==> config.mk <==
export PLATFORM = sky130hd
export DESIGN_NAME = wb_dmem_arbiter
export DESIGN_NICKNAME = d
export VERILOG_FILES = /design/src/rtl/wb_dmem_arbiter.sv
export SDC_FILE = /design/constraint.sdc
export NUM_CORES = 1
export LEC_CHECK = 0
export BUFFER_PORTS_ARGS = -buffer_cell sky130_fd_sc_hd__buf_2
export CAP_MARGIN = 20
export CORE_AREA = 2 2 125 127
export CTS_BUF_LIST = sky130_fd_sc_hd__clkbuf_4 sky130_fd_sc_hd__clkbuf_8
export CTS_CLUSTER_SIZE = 20
export DETAILED_ROUTE_END_ITERATION = 6
export DIE_AREA = 0 0 127 129
export PLACE_DENSITY_LB_ADDON = 0.3
export SLEW_MARGIN = 10
export SYNTH_ARGS = -nofsm -noshare
export SYNTH_HDL_FRONTEND = slang
export SYNTH_SLANG_ARGS = --single-unit
==> constraint.sdc <==
create_clock -name clk -period 1.8 [get_ports clk]
set_input_delay 0.09 -clock clk [delete_from_list [all_inputs] [get_ports clk]]
set_output_delay 0.09 -clock clk [all_outputs]
set_load 0.05 [all_outputs]
==> src/rtl/wb_dmem_arbiter.sv <==
// Two-master / one-slave Wishbone B4 classic arbiter for the SoC data memory.
// Master 0 is the core data port, master 1 is the debug/DMA/loader port.
// Round-robin on ties, grant locked for the whole CYC, optional bus timeout.
module wb_dmem_arbiter #(
    parameter int unsigned AW      = 32,
    parameter int unsigned DW      = 32,
    parameter int unsigned TIMEOUT = 255
) (
    input  logic            clk,
    input  logic            reset_n,
    // master 0
    input  logic            m0_cyc_i,
    input  logic            m0_stb_i,
    input  logic            m0_we_i,
    input  logic [AW-1:0]   m0_adr_i,
    input  logic [DW-1:0]   m0_dat_i,
    input  logic [DW/8-1:0] m0_sel_i,
    output logic [DW-1:0]   m0_dat_o,
    output logic            m0_ack_o,
    output logic            m0_err_o,
    // master 1
    input  logic            m1_cyc_i,
    input  logic            m1_stb_i,
    input  logic            m1_we_i,
    input  logic [AW-1:0]   m1_adr_i,
    input  logic [DW-1:0]   m1_dat_i,
    input  logic [DW/8-1:0] m1_sel_i,
    output logic [DW-1:0]   m1_dat_o,
    output logic            m1_ack_o,
    output logic            m1_err_o,
    // slave
    output logic            s_cyc_o,
    output logic            s_stb_o,
    output logic            s_we_o,
    output logic [AW-1:0]   s_adr_o,
    output logic [DW-1:0]   s_dat_o,
    output logic [DW/8-1:0] s_sel_o,
    input  logic [DW-1:0]   s_dat_i,
    input  logic            s_ack_i,
    input  logic            s_err_i,
    // status
    output logic            grant_o,
    output logic            busy_o
);

    localparam int unsigned SW = DW / 8;
    // Keep the counter at least one bit wide so TIMEOUT=0 still elaborates.
    localparam int unsigned TW = (TIMEOUT > 0) ? $clog2(TIMEOUT + 1) : 1;
    localparam logic [TW-1:0] TMO_MAX = TW'(TIMEOUT);

    localparam logic [0:0] ST_IDLE = 1'b0;
    localparam logic [0:0] ST_BUSY = 1'b1;

    logic [0:0]    r_state;
    logic          r_grant;
    logic          r_last;
    logic [TW-1:0] r_tmo_cnt;

    logic [0:0]    w_state_nxt;
    logic          w_grant_nxt;
    logic          w_last_nxt;
    logic [TW-1:0] w_tmo_cnt_nxt;

    logic          w_busy;
    logic          w_force_err;
    logic          w_cyc;
    logic          w_stb;
    logic          w_we;
    logic [AW-1:0] w_adr;
    logic [DW-1:0] w_dat;
    logic [SW-1:0] w_sel;

    assign w_busy      = (r_state == ST_BUSY);
    assign w_force_err = (TIMEOUT != 0) && w_busy && (r_tmo_cnt == TMO_MAX);

    // Select the request signals of the current owner.
    always_comb begin
        if (r_grant) begin
            w_cyc = m1_cyc_i;
            w_stb = m1_stb_i;
            w_we  = m1_we_i;
            w_adr = m1_adr_i;
            w_dat = m1_dat_i;
            w_sel = m1_sel_i;
        end else begin
            w_cyc = m0_cyc_i;
            w_stb = m0_stb_i;
            w_we  = m0_we_i;
            w_adr = m0_adr_i;
            w_dat = m0_dat_i;
            w_sel = m0_sel_i;
        end
    end

    // Drive the slave bus and route termination back to the owner only.
    always_comb begin
        s_cyc_o  = 1'b0;
        s_stb_o  = 1'b0;
        s_we_o   = 1'b0;
        s_adr_o  = '0;
        s_dat_o  = '0;
        s_sel_o  = '0;
        m0_ack_o = 1'b0;
        m0_err_o = 1'b0;
        m1_ack_o = 1'b0;
        m1_err_o = 1'b0;
        if (w_busy) begin
            s_cyc_o = w_cyc;
            s_stb_o = w_stb & ~w_force_err;
            s_we_o  = w_we;
            s_adr_o = w_adr;
            s_dat_o = w_dat;
            s_sel_o = w_sel;
            if (r_grant) begin
                m1_ack_o = s_ack_i & ~w_force_err;
                m1_err_o = s_err_i | w_force_err;
            end else begin
                m0_ack_o = s_ack_i & ~w_force_err;
                m0_err_o = s_err_i | w_force_err;
            end
        end
    end

    assign m0_dat_o = s_dat_i;
    assign m1_dat_o = s_dat_i;
    assign grant_o  = r_grant;
    assign busy_o   = w_busy;

    // Arbitration in IDLE, release when the owner drops CYC.
    always_comb begin
        w_state_nxt = r_state;
        w_grant_nxt = r_grant;
        w_last_nxt  = r_last;
        if (r_state == ST_IDLE) begin
            if (m0_cyc_i || m1_cyc_i) begin
                w_state_nxt = ST_BUSY;
                // On a tie the master not served last wins.
                w_grant_nxt = (m0_cyc_i && m1_cyc_i) ? ~r_last : m1_cyc_i;
            end
        end else if (!w_cyc) begin
            w_state_nxt = ST_IDLE;
            w_last_nxt  = r_grant;
        end
    end

    // Count cycles a strobe waits unanswered; clears on any termination.
    always_comb begin
        if ((TIMEOUT == 0) || !w_busy || !s_stb_o || s_ack_i || s_err_i) begin
            w_tmo_cnt_nxt = '0;
        end else begin
            w_tmo_cnt_nxt = r_tmo_cnt + TW'(1);
        end
    end

    // State registers; last=1 so master 0 wins the first tie after reset.
    always_ff @(posedge clk or negedge reset_n) begin
        if (!reset_n) begin
            r_state   <= ST_IDLE;
            r_grant   <= 1'b0;
            r_last    <= 1'b1;
            r_tmo_cnt <= '0;
        end else begin
            r_state   <= w_state_nxt;
            r_grant   <= w_grant_nxt;
            r_last    <= w_last_nxt;
            r_tmo_cnt <= w_tmo_cnt_nxt;
        end
    end

endmodule

==> run summary <==
Max Cap Viol - 0
Horizontal die dimension - 127 um
Share of cells above drive strength 1 - 0.704
Status - finished clean
Average size of a mapped cell - 7.57 um^2
Vias/cell - 3.84
Worst path cell trace - ha_4 > nand4_1 > nor2_4 > o211a_1 > buf_2
Antenna cells - 0
Critical path launch point type - flop
Clk_lat worst skew - 240 ps
Share of total power in sequential cells - 0.079
Overflow left after global routing - 0
Post-Route Skew - 3.21 ps
Comb power frac - 0.862
TritonCTS clock tree - built
Sequential cell area - 282 um^2
Num Clock Sinks - 11
Number of storage elements in the synthesis netlist - 11
Post-synthesis net count - 460
H-tree levels - 1
Switching power as a share of total power - 0.637
I/O pins - 319
Worst Hold Class - input port to flop
Endpoint required time on the critical path - 1710 ps
Ys flop type - dfrtp_1
Seq/Total Area, Yosys - 0.130
Number of I/O port buffers - 222
Number of filler cells placed in the layout - 1689
Netlist area before placement - 2130 um^2
Slew of the pin with the lowest slew margin - 356 ps
Global-route wire length before repair - 10.4 mm
Combined global-route utilization of all metal layers - 0.0765
Critical-path maximum fanout - 5
Pins over their slew limit - 0
Internal portion of total power - 1.62 mW
Final routed wire length divided by cell count - 11.7 um
Final clock period utilization by the worst path - 0.964
Number of nets in the finished design - 619
Overall via count from detail_route - 2409
Number of remaining DRC errors - 0
Number of global-route vias before repair - 2239
Clock input transition at the sequential cells of the worst setup and hold paths - 50 ps
DIE HEIGHT - 129 um
Worst path arrival time - 1650 ps
Count of flip-flops with a built-in enable after synthesis - 0
Share of flip-flops with an asynchronous set or reset after synthesis - 1.00
Cell type of the slowest stage on the worst timing path - dfrtp_1
Critical Setup Path Class - flop to output pin
Leakage power summed over all cells - 1.83 nW
Total negative setup slack - 0 ps
Sw Pwr - 2.84 mW
Final weighted congestion in routability-driven placement - 0.698
Iter 0 DRT Violations - 33
Post-synthesis to final-layout area growth - 56.2%
CTS Root Buffer Type - clkbuf_8
Final Hold Violating Endpoints - 0
Die area - 16400 um^2
CORE AREA - 15000 um^2
Clk pwr share - 0.059
Number of placement rows - 45
PD cells - 1340 nW/um^2
Normalized max-slew margin - 0.763
Number of nets with antenna violations after detailed routing - 0
Final wirelength - 7.31 mm
Number of buffers added by the clock tree synthesis step - 3
Synth cell types - 29
Clk buf depth - 2
Number of optimization iterations in the first detailed-route pass - 4
Area occupied by multi-input gates - 1450 um^2
Number of instances in the synthesized netlist - 281
Pin count of the biggest net entering global routing - 35
Detailed Place HPWL - 6.09 mm
Maximum vdd drop - 0.469 mV
Synth Warn # - 0
Delay of the slowest critical-path stage - 410 ps
Crit. End Element - output pin
Final core utilization - 0.222
Final setup viols - 0
Fmax achieved - 576 MHz
Min Tclk post-route - 1740 ps
Initial core utilization - 0.142
Antenna violations before repair - 0
-- stage by stage --
step	area (um^2)	instances	hold WS, ps	total power, mW	setup slack [ps]
after global routing	3320	627	172	4.70	-17.6
after detailed placement	3190	618	-18.7	4.20	147
after CTS	3280	625	163	4.52	26.1
final	3320	627	165	4.46	64.7
after floorplan	2310	281	-206	3.74	-26.3
after global placement	3190	618	-26.8	4.16	189
-- cell usage in the layout (no fill, tap or decap), types with 2 or more instances in the layout --
cell | Yosys | routed
clkbuf_8 | 0 | 3
xor2_1 | 2 | 2
a21oi_1 | 4 | 4
clkbuf_4 | 0 | 2
inv_1 | 5 | 4
nor2_2 | 0 | 58
mux2i_1 | 70 | 70
nand2_1 | 4 | 4
buf_12 | 0 | 4
dfrtp_1 | 10 | 8
nand3_1 | 5 | 5
o21ai_0 | 3 | 3
or3_1 | 2 | 2
nor2_1 | 78 | 19
buf_2 | 8 | 219
o211a_1 | 2 | 2
nor4b_4 | 0 | 2
buf_6 | 0 | 2
buf_4 | 70 | 8
-- repair_timing --
item	CTS	global route
pin swaps	0	2
gates cloned	0	0
hold buffers	1	0
endpoints found under the setup margin	7	4
buffers inserted	2	3
gates resized for setup	6	4
endpoints found under the hold margin	11	0
-- registers in the layout, summed over array words and instances (netlist names) --
name and flops:
r_last 1, busy_o 1, r_tmo_cnt 8, grant_o 1
-- final cells by class --
class	instances	area share
Multi-Input combinational cell	184	0.438
Timing Repair Buffer	235	0.384
Sequential cell	11	0.0848
Tap cell	188	0.0709
Clock buffer	4	0.0147
Inverter	5	0.00716
-- layer usage --
metal	track usage	routed length, um	vias to the layer above
met5	0	0	-
met3	0.0125	714	28
li1	-	-	1186
met4	0.0246	133	0
met1	0.0875	2710	1047
met2	0.145	3750	148
-- cells by family (layout without fill, tap and decap cells) --
logic type	count (synthesis)	count (layout)	synth area share
AND/OR/NAND/NOR	96	96	0.193
flip-flops	11	11	0.130
multiplexers	71	71	0.335
adder cells (fa/ha/maj)	1	1	0.00588
XOR/XNOR	3	3	0.0124
AO/OA/AOI/OAI	13	13	0.0436
buffers and inverters	86	244	0.280
-- cell usage after synthesis (2+ instances only) --
| master | number | area, um^2 |
|---|---|---|
| dfrtp_1 | 10 | 250 |
| xor2_1 | 2 | 17.5 |
| nor4b_1 | 2 | 17.5 |
| mux2i_1 | 70 | 701 |
| nor2_1 | 78 | 293 |
| inv_1 | 5 | 18.8 |
| o211a_1 | 2 | 20.0 |
| or3_1 | 2 | 12.5 |
| nand2_1 | 4 | 15.0 |
| o21ai_0 | 3 | 15.0 |
| buf_2 | 8 | 40.0 |
| a21oi_1 | 4 | 20.0 |
| nand3_1 | 5 | 25.0 |
| clkbuf_1 | 2 | 7.51 |
| buf_4 | 70 | 526 |
-- critical path: cells and delay by family, from the launching register on --
kind	cells	cell delay, ps
adder cells (fa/ha/maj)	1	160
AO/OA/AOI/OAI	1	160
flip-flops	1	410
buffers and inverters	1	260
AND/OR/NAND/NOR	2	420
-- final timing paths --
path,startpoint,end,slack [ps],depth (start not counted)
setup / recovery,r_tmo_cnt[1],m0_err_o,60,5
hold / removal,m0_cyc_i,busy_o,170,3
setup reg to reg,r_tmo_cnt[1],r_tmo_cnt[2],200,6
hold reg to reg,r_last,r_last,530,2
max in group asynchronous,reset_n,r_last,1280,2
min in group asynchronous,reset_n,r_tmo_cnt[1],250,2
-- power groups by stage --
stage	sequential, mW	clock (mW)	combinational [mW]
2_1_floorplan	0.361	0	3.38
3_3_place_gp	0.382	0	3.78
3_5_place_dp	0.389	0	3.81
4_1_cts	0.352	0.274	3.89
5_1_grt	0.358	0.292	4.05
6_report	0.352	0.265	3.84
Power figures use the tool's default switching activity.
